## src/rtl/btn_conditioner_pkg.sv

```systemverilog
// Shared types and widths for the push-button conditioning stage.
package btn_conditioner_pkg;

    typedef enum logic [1:0] {
        S_LO      = 2'd0,
        S_WAIT_HI = 2'd1,
        S_HI      = 2'd2,
        S_WAIT_LO = 2'd3
    } btn_state_t;

    localparam int MS_CNT_W   = 8;
    localparam int PRESCALE_W = 16;

endpackage

```

## src/rtl/btn_debounce_ch.sv

```systemverilog
// One button channel: two-flop synchronizer, millisecond debounce FSM and edge pulses.
module btn_debounce_ch
    import btn_conditioner_pkg::*;
#(
    parameter int DEBOUNCE_MS = 10
) (
    input  logic clk,
    input  logic rst,
    input  logic ms_tick,
    input  logic btn_raw,
    output logic btn_level,
    output logic btn_press,
    output logic btn_release,
    output logic press_next,
    output logic level_next
);

    localparam logic [MS_CNT_W-1:0] LAST_MS = MS_CNT_W'(DEBOUNCE_MS - 1);

    logic                btn_meta;
    logic                btn_sync;
    btn_state_t          state;
    logic [MS_CNT_W-1:0] ms_cnt;
    logic                done;
    logic                release_next;

    // press/release decisions are exported one cycle early so the top can register its summary flags in step
    assign done         = ms_tick && (ms_cnt == LAST_MS);
    assign press_next   = (state == S_WAIT_HI) && btn_sync && done;
    assign release_next = (state == S_WAIT_LO) && !btn_sync && done;
    assign level_next   = press_next ? 1'b1 : (release_next ? 1'b0 : btn_level);

    always_ff @(posedge clk) begin
        if (rst) begin
            btn_meta    <= 1'b0;
            btn_sync    <= 1'b0;
            state       <= S_LO;
            ms_cnt      <= '0;
            btn_level   <= 1'b0;
            btn_press   <= 1'b0;
            btn_release <= 1'b0;
        end else begin
            btn_meta    <= btn_raw;
            btn_sync    <= btn_meta;
            btn_level   <= level_next;
            btn_press   <= press_next;
            btn_release <= release_next;
            case (state)
                S_LO: begin
                    if (btn_sync) begin
                        state  <= S_WAIT_HI;
                        ms_cnt <= '0;
                    end
                end
                S_WAIT_HI: begin
                    if (!btn_sync) begin
                        state  <= S_LO;
                        ms_cnt <= '0;
                    end else if (ms_tick) begin
                        if (ms_cnt == LAST_MS) state <= S_HI;
                        else                   ms_cnt <= ms_cnt + MS_CNT_W'(1);
                    end
                end
                S_HI: begin
                    if (!btn_sync) begin
                        state  <= S_WAIT_LO;
                        ms_cnt <= '0;
                    end
                end
                S_WAIT_LO: begin
                    if (btn_sync) begin
                        state  <= S_HI;
                        ms_cnt <= '0;
                    end else if (ms_tick) begin
                        if (ms_cnt == LAST_MS) state <= S_LO;
                        else                   ms_cnt <= ms_cnt + MS_CNT_W'(1);
                    end
                end
                default: state <= S_LO;
            endcase
        end
    end

endmodule

```

## src/rtl/btn_conditioner.sv

```systemverilog
// Button conditioning top: shared millisecond prescaler, per-button debounce channels,
// and a registered lowest-index press encoder.
module btn_conditioner
    import btn_conditioner_pkg::*;
#(
    parameter int NUM_BTN     = 4,
    parameter int DEBOUNCE_MS = 10
) (
    input  logic                       clk,
    input  logic                       rst,
    input  logic [15:0]                ticks_per_milli,
    input  logic [NUM_BTN-1:0]         btn_raw,
    output logic [NUM_BTN-1:0]         btn_level,
    output logic [NUM_BTN-1:0]         btn_press,
    output logic [NUM_BTN-1:0]         btn_release,
    output logic                       press_valid,
    output logic [$clog2(NUM_BTN)-1:0] press_id,
    output logic                       btn_any
);

    localparam int ID_W = $clog2(NUM_BTN);

    logic [PRESCALE_W-1:0] pre_cnt;
    logic [PRESCALE_W-1:0] pre_term;
    logic                  ms_tick;
    logic [NUM_BTN-1:0]    press_next;
    logic [NUM_BTN-1:0]    level_next;
    logic [ID_W-1:0]       id_next;

    // Terminal compare uses the live input, so a shrink below the current count runs on to 16-bit wrap
    assign pre_term = (ticks_per_milli == '0) ? '0 : ticks_per_milli - PRESCALE_W'(1);
    assign ms_tick  = (pre_cnt == pre_term);

    always_ff @(posedge clk) begin
        if (rst)          pre_cnt <= '0;
        else if (ms_tick) pre_cnt <= '0;
        else              pre_cnt <= pre_cnt + PRESCALE_W'(1);
    end

    for (genvar g = 0; g < NUM_BTN; g++) begin : g_ch
        btn_debounce_ch #(
            .DEBOUNCE_MS(DEBOUNCE_MS)
        ) u_ch (
            .clk        (clk),
            .rst        (rst),
            .ms_tick    (ms_tick),
            .btn_raw    (btn_raw[g]),
            .btn_level  (btn_level[g]),
            .btn_press  (btn_press[g]),
            .btn_release(btn_release[g]),
            .press_next (press_next[g]),
            .level_next (level_next[g])
        );
    end

    always_comb begin
        id_next = '0;
        for (int i = NUM_BTN - 1; i >= 0; i--) begin
            if (press_next[i]) id_next = ID_W'(i);
        end
    end

    always_ff @(posedge clk) begin
        if (rst) begin
            press_valid <= 1'b0;
            press_id    <= '0;
            btn_any     <= 1'b0;
        end else begin
            press_valid <= |press_next;
            press_id    <= id_next;
            btn_any     <= |level_next;
        end
    end

endmodule
```

## config.mk

```make
export PLATFORM = sky130hd
export DESIGN_NAME = btn_conditioner
export DESIGN_NICKNAME = d
export VERILOG_FILES = /design/src/rtl/btn_conditioner_pkg.sv /design/src/rtl/btn_debounce_ch.sv /design/src/rtl/btn_conditioner.sv
export SDC_FILE = /design/constraint.sdc
export NUM_CORES = 1
export LEC_CHECK = 0
export CAP_MARGIN = 20
export CORE_MARGIN = 5
export CORE_UTILIZATION = 63
export DETAILED_ROUTE_END_ITERATION = 10
export GPL_TIMING_DRIVEN = 0
export PLACE_DENSITY = 0.86
export SLEW_MARGIN = 20
export SYNTH_ARGS = -nofsm -noshare
export SYNTH_HDL_FRONTEND = slang
export SYNTH_SLANG_ARGS = --single-unit
```

## constraint.sdc

```tcl
create_clock -name clk -period 9.2 [get_ports clk]
set_clock_uncertainty 0.15 [all_clocks]
set_input_delay 1.38 -clock clk [delete_from_list [all_inputs] [get_ports clk]]
set_output_delay 1.38 -clock clk [all_outputs]
set_load 0.01 [all_outputs]
```

==> impl_metrics.env, run 1 <==
export IMPL_status="finished, final reports clean"
export IMPL_synth_cell_types=63
export IMPL_wirelength_um=11100
export IMPL_setup_violations_final=0
export IMPL_power_density_mw_per_mm2=124
export IMPL_ys_seq_elements=80
export IMPL_drc=0
export IMPL_synthesis_area_mm2=0.00453
export IMPL_seq_area_frac_synth=0.354
export IMPL_post_drt_wl_per_cell_um=15.6
export IMPL_hp_class="flip-flop to flip-flop"
export IMPL_critPathLaunch="ticks_per_milli[0]"
export IMPL_cp_end_kind="flip-flop"
export IMPL_holdBufCountCts=0
export IMPL_ios=38
export IMPL_fp_dieH_um=94.8
export IMPL_antenna_found_initial=0
export IMPL_layout_common_cells="dfxtp_1, nor2_1, a21oi_1, nand2_1, clkdlybuf4s50_1"
export IMPL_yosysWarnings=0
export IMPL_clock_fmax_mhz=181
export IMPL_p_leak_nw=1.86
export IMPL_grtUsageTotal=0.256
export IMPL_relSlewSlack=0.462
export IMPL_rsz0062_at_grt="false"
export IMPL_start_util=0.634
export IMPL_postLayoutCoreUtil=0.728
export IMPL_clk_pin_slew_ns=0.08
export IMPL_holdCritStartpoint="g_ch[1].u_ch.btn_meta$_SDFF_PP0_"
export IMPL_maxCapViolCount=0
export IMPL_die_area_mm2=0.00898
export IMPL_cts_resized_gates=0
export IMPL_synthCells=565
export IMPL_grt_first_pass_wirelength_um=18500
export IMPL_r2r_start="pre_cnt[2]$_SDFF_PP0_"
export IMPL_final_instance_count_excl_fill=716
export IMPL_async_flop_share=0
export IMPL_dpl_worst_slack_ns=3.42
export IMPL_num_nets_final=644
export IMPL_layout_drive_gt1_share=0.0794
export IMPL_h_tree_depth=3
export IMPL_finalSetupTns_ns=0
export IMPL_synth_fp_nets=597
export IMPL_cts_tree="yes"
export IMPL_clockRootBuffer="clkbuf_8"
export IMPL_critPathKind="primary input to flip-flop"
export IMPL_start_kind="primary input"
export IMPL_insertion_delay_ns=0.35
export IMPL_cts_sinks=80
export IMPL_dp_hpwl_um=8070
export IMPL_antenna_cells=0
export IMPL_hold_violations=0
export IMPL_peakVddDrop_uv=84.9
export IMPL_core_mm2=0.00714
export IMPL_die_w_um=94.8
export IMPL_area_growth_pct=14.8
export IMPL_nFillCells=564
export IMPL_placementRows=31
export IMPL_fin_crit_ns=5.51
export IMPL_routed_via_density=6.05
export IMPL_ff2ff_setup_slack_ns=5.98
export IMPL_drt_initial_drc_count=345
export IMPL_worst_slew_pin_slew_ns=0.796
export IMPL_grt_max_degree=16
export IMPL_syn_avg_cell_area_um2=8.01
export IMPL_synth_ff_type="dfxtp_1"
export IMPL_gp_congestion=0.979
export IMPL_cts_buffer_depth=2
export IMPL_num_vias=4333
export IMPL_dp_cells=700
export IMPL_numCtsBuffers=9
export IMPL_crit_required_ns=9.26
export IMPL_grt_pass1_vias=3972
export IMPL_io_buffers=36
export IMPL_postCtsSetupRepairBufs=0
export IMPL_synth_edf_count=0
export IMPL_crit_fanout=10
export IMPL_ant_nets=0
export IMPL_arrival_ns=5.57
export IMPL_finalCritPeriodShare=0.599
export IMPL_overflow=0
export IMPL_first_pass_iters=7
export IMPL_final_common_cell="dfxtp_1"
export IMPL_final_max_slew_violation_count=0
export IMPL_fin_ws_ns=3.69
## path summary, 6_finish.rpt
check,end,depth (start not counted)
worst min-delay path,g_ch[1].u_ch.btn_sync$_SDFF_PP0_,1
worst max-delay path,g_ch[3].u_ch.ms_cnt[7]$_SDFFE_PP0P_,15
worst max register to register,g_ch[3].u_ch.ms_cnt[7]$_SDFFE_PP0P_,12
worst min register to register,g_ch[1].u_ch.btn_sync$_SDFF_PP0_,1
## cells in the mapped netlist (all sizes together) (4+ instances only)
library cell | n | area share
buf | 19 | 0.028
or2 | 9 | 0.012
nand3 | 26 | 0.029
nand2 | 43 | 0.036
nor4b | 7 | 0.014
and4 | 6 | 0.012
and2 | 7 | 0.0097
clkbuf | 14 | 0.012
a21o | 4 | 0.0066
xor2 | 23 | 0.044
dfxtp | 80 | 0.35
o21bai | 4 | 0.0066
a21oi | 48 | 0.053
a31oi | 8 | 0.011
or3 | 9 | 0.012
ha | 10 | 0.028
nand4 | 16 | 0.022
and3 | 15 | 0.021
nor2 | 55 | 0.046
nand4b | 5 | 0.0097
o21ai | 21 | 0.023
nor2b | 10 | 0.014
inv | 29 | 0.024
or4 | 11 | 0.020
nor3 | 9 | 0.0099
xnor2 | 20 | 0.039
o31ai | 4 | 0.0066
nor4 | 11 | 0.018
## registers in the layout, indices dropped and copies added, names as in the netlist, 4 cells and up, named ones only
register	cells
g_ch.u_ch.btn_release	4
g_ch.u_ch.btn_sync	4
pre_cnt	16
g_ch.u_ch.btn_press	4
g_ch.u_ch.ms_cnt	32
g_ch.u_ch.btn_meta	4
g_ch.u_ch.btn_level	4
g_ch.u_ch.state	4
## metrics by stage
| step | cell area (µm²) | total power, mW | hold slack, ns |
|---|---|---|---|
| after floorplan | 4530 | 0.388 | 0.264 |
| after global routing | 5200 | 0.671 | 0.314 |
| after CTS | 5200 | 0.649 | 0.299 |
| after detailed placement | 5010 | 0.408 | 0.279 |
| final | 5200 | 0.646 | 0.297 |
| after global placement | 5010 | 0.407 | 0.268 |
## cells by family (layout without fill, tap and decap cells)
group,count (synthesis),count (layout),share of synthesized area
DFF,80,80,0.354
and+or+nand+nor,256,256,0.317
xor gates and xnor gates,43,43,0.0832
adders and majority gates,10,10,0.0276
AOI/OAI and AO/OA,112,112,0.150
buffers and inverters,62,114,0.0633
muxes,2,2,0.00470
## power by group
| part | switching (mW) | internal [mW] | total, mW | leakage, nW |
|---|---|---|---|---|
| Clock | 0.136 | 0.109 | 0.244 | 0.0912 |
| Sequential | 0.00396 | 0.349 | 0.353 | 0.647 |
| Combinational | 0.0273 | 0.0213 | 0.0485 | 1.13 |
## metal layers
metal	track usage	vias up	wire, µm
met5	0	-	0
met4	0.0865	0	153
met3	0.0406	18	728
met2	0.396	171	5190
met1	0.362	2032	5070
li1	-	2112	-
## final cells by class
| class | instances | area, µm² | area share |
|---|---|---|---|
| multi-input cells | 423 | 2640 | 0.508 |
| flip-flops and latches | 80 | 1600 | 0.308 |
| repair buffers | 36 | 360 | 0.0693 |
| plain buffers | 33 | 178 | 0.0342 |
| clock buffers | 10 | 138 | 0.0265 |
| well taps | 99 | 124 | 0.0238 |
| inverters | 29 | 109 | 0.0209 |
| clock inverters | 6 | 48.8 | 0.00939 |
## worst max-delay path, cell delays in order
cell             delay [ns]
clkdlybuf4s50_1        0.50
inv_1                  0.10
ha_1                   0.21
or3b_2                 0.54
or4_1                  0.52
a2111oi_0              0.51
o21a_1                 0.19
o22ai_1                0.11
and4b_1                0.38
buf_2                  0.27
buf_2                  0.28
buf_2                  0.30
a21oi_1                0.10
nor2_1                 0.12
nor3_1                 0.06
No activity file was read; power rests on OpenSTA's default activity.
==> inputs of run 2 (changes only) <==
--- a/config.mk
+++ b/config.mk
@@ -7,10 +7,10 @@
 export LEC_CHECK = 0
 export CAP_MARGIN = 20
 export CORE_MARGIN = 5
-export CORE_UTILIZATION = 63
+export CORE_UTILIZATION = 58
 export DETAILED_ROUTE_END_ITERATION = 10
 export GPL_TIMING_DRIVEN = 0
-export PLACE_DENSITY = 0.86
+export PLACE_DENSITY = 0.8
 export SLEW_MARGIN = 20
 export SYNTH_ARGS = -nofsm -noshare
 export SYNTH_HDL_FRONTEND = slang
==> constraint.sdc (replaced) <==
create_clock -name clk -period 5.3 [get_ports clk]
set_clock_uncertainty 0.15 [all_clocks]
set_input_delay 0.795 -clock clk [delete_from_list [all_inputs] [get_ports clk]]
set_output_delay 0.795 -clock clk [all_outputs]
set_load 0.01 [all_outputs]
==> run 2 against run 1 <==
Count of clock-buffer cells in the layout is 1 higher. Sequential share of layout area about the same. Utilization shrank 4.9 points.
==> impl_metrics.env, run 2 (synthesis gave the netlist of run 1 again) <==
export IMPL_status="finished, final reports clean"
export IMPL_ant_nets=0
export IMPL_drt_initial_drc_count=418
export IMPL_first_pass_iters=5
export IMPL_core_mm2=0.00765
export IMPL_p_clk_frac=0.373
export IMPL_final_max_slew_violation_count=0
export IMPL_max_stage_delay_ns=0.52
export IMPL_p_leak_nw=1.86
export IMPL_path_cells="clkdlybuf4s50_1, inv_1, ha_1, or3b_2, or4_1, a2111oi_0, o21a_1, o22ai_1, and4b_1, buf_2, buf_2, a21oi_1, o21bai_1, nor2_1"
export IMPL_fin_crit_ns=4.91
export IMPL_cts_tree="yes"
export IMPL_postCtsSetupRepairBufs=0
export IMPL_crit_required_ns=5.37
export IMPL_post_drt_wl_per_cell_um=15.4
export IMPL_hp_class="flip-flop to flip-flop"
export IMPL_overflow=0
export IMPL_top_regs="g_ch.u_ch.ms_cnt (32), pre_cnt (16)"
export IMPL_relSlewSlack=0.385
export IMPL_nFillCells=659
export IMPL_holdBufCountCts=0
export IMPL_finalCritPeriodShare=0.926
export IMPL_start_util=0.592
export IMPL_routed_via_density=6.00
export IMPL_clk_pin_slew_ns=0.09
export IMPL_layout_common_cells="dfxtp_1, nor2_1, a21oi_1, nand2_1, clkdlybuf4s50_1"
export IMPL_share_comb_of_total_power=0.076
export IMPL_worst_slew_pin_slew_ns=0.914
export IMPL_antenna_found_initial=0
export IMPL_wirelength_um=11100
export IMPL_finalSetupTns_ns=0
export IMPL_num_nets_final=644
export IMPL_cts_sinks=80
export IMPL_fp_dieH_um=98.4
export IMPL_cts_resized_gates=0
export IMPL_insertion_delay_ns=0.34
export IMPL_num_vias=4316
export IMPL_placementRows=32
export IMPL_gp_congestion=0.877
export IMPL_dpl_worst_slack_ns=0.127
export IMPL_io_buffers=36
export IMPL_seqPwrFrac=0.551
export IMPL_crit_top_cell="buf_2"
export IMPL_arrival_ns=4.98
export IMPL_fin_ws_ns=0.393
export IMPL_drc=0
export IMPL_largest_register_ffs=32
export IMPL_final_common_cell="dfxtp_1"
export IMPL_cts_buffer_depth=2
export IMPL_start_kind="primary input"
export IMPL_swShare=0.255
export IMPL_maxCapViolCount=0
export IMPL_antenna_cells=0
export IMPL_peakVddDrop_uv=153
export IMPL_grt_first_pass_wirelength_um=18500
export IMPL_ios=38
export IMPL_worstPathBufferInverterCount=4
export IMPL_cp_slowest_cell="or3b_2"
export IMPL_die_w_um=98.4
export IMPL_area_growth_pct=14.8
export IMPL_rsz0062_at_grt="false"
export IMPL_hold_violations=0
export IMPL_crit_fanout=10
export IMPL_ff2ff_setup_slack_ns=1.91
export IMPL_register_area_mm2=0.00160
export IMPL_regMostFlops="g_ch.u_ch.ms_cnt"
export IMPL_multi_input_area_mm2=0.00264
export IMPL_clock_fmax_mhz=204
export IMPL_grt_max_degree=15
export IMPL_grt_pass1_vias=4047
export IMPL_grtUsageTotal=0.230
export IMPL_p_sw_uw=283
export IMPL_h_tree_depth=3
export IMPL_dp_hpwl_um=8070
export IMPL_layout_drive_gt1_share=0.0778
export IMPL_clockRootBuffer="clkbuf_8"
export IMPL_path_delay_family="simple AND/OR/NAND/NOR gates"
export IMPL_setup_violations_final=0
export IMPL_critPathKind="primary input to flip-flop"
export IMPL_die_area_mm2=0.00967
export IMPL_numCtsBuffers=9
export IMPL_cellInternalPower_uw=829
export IMPL_power_density_mw_per_mm2=214
export IMPL_cp_end_kind="flip-flop"
[run 2: cell count changes in the layout (fill, tap and decap cells not counted), sizes merged]
| cell | change |
|---|---|
| clkbuf | +1 |
| inv | -2 |
| clkinvlp | +1 |
[run 2: path summary, 6_finish.rpt]
check | start | end | depth (start not counted)
max | ticks_per_milli[0] | g_ch[1].u_ch.ms_cnt[2]$_SDFFE_PP0P_ | 14
min | g_ch[0].u_ch.btn_meta$_SDFF_PP0_ | g_ch[0].u_ch.btn_sync$_SDFF_PP0_ | 1
max reg2reg | pre_cnt[2]$_SDFF_PP0_ | g_ch[1].u_ch.ms_cnt[2]$_SDFFE_PP0P_ | 11
min reg2reg | g_ch[0].u_ch.btn_meta$_SDFF_PP0_ | g_ch[0].u_ch.btn_sync$_SDFF_PP0_ | 1
[run 2: stage by stage]
step                      instance area [µm²]  std cells   util  power [mW]  hold WS [ns]
after floorplan                          4530        565      -       0.673         0.264
after global placement                   5020        703  0.656       0.707         0.267
after detailed placement                 5020        703  0.656       0.710         0.279
after CTS                                5200        719  0.680        1.12         0.297
after global routing                     5200        719  0.680        1.16         0.308
final                                    5200        719  0.680        1.11         0.291
[run 2: power by group through the flow]
stage	clock, mW	combinational (mW)	sequential, mW
after CTS	0.421	0.0834	0.613
after global routing	0.451	0.0921	0.614
after floorplan	0	0.0484	0.625
after global placement	0	0.0801	0.626
final	0.415	0.0843	0.613
after detailed placement	0	0.0828	0.627
[run 2: area by class of cell]
class	instances	share of cell area
plain buffers	33	0.0342
clock buffers	11	0.0272
clock inverters	5	0.00770
inverters	29	0.0209
multi-input cells	423	0.508
flip-flops and latches	80	0.308
well taps	102	0.0246
repair buffers	36	0.0693
[run 2: metal layers]
metal / vias to the layer above / global-route usage / wire [µm] / part of all wire
met5: - / 0 / 0 / 0
met4: 0 / 0.0861 / 229 / 0.021
met3: 27 / 0.0329 / 745 / 0.067
met2: 180 / 0.367 / 5160 / 0.47
met1: 2000 / 0.317 / 4920 / 0.45
li1: 2109 / - / - / -
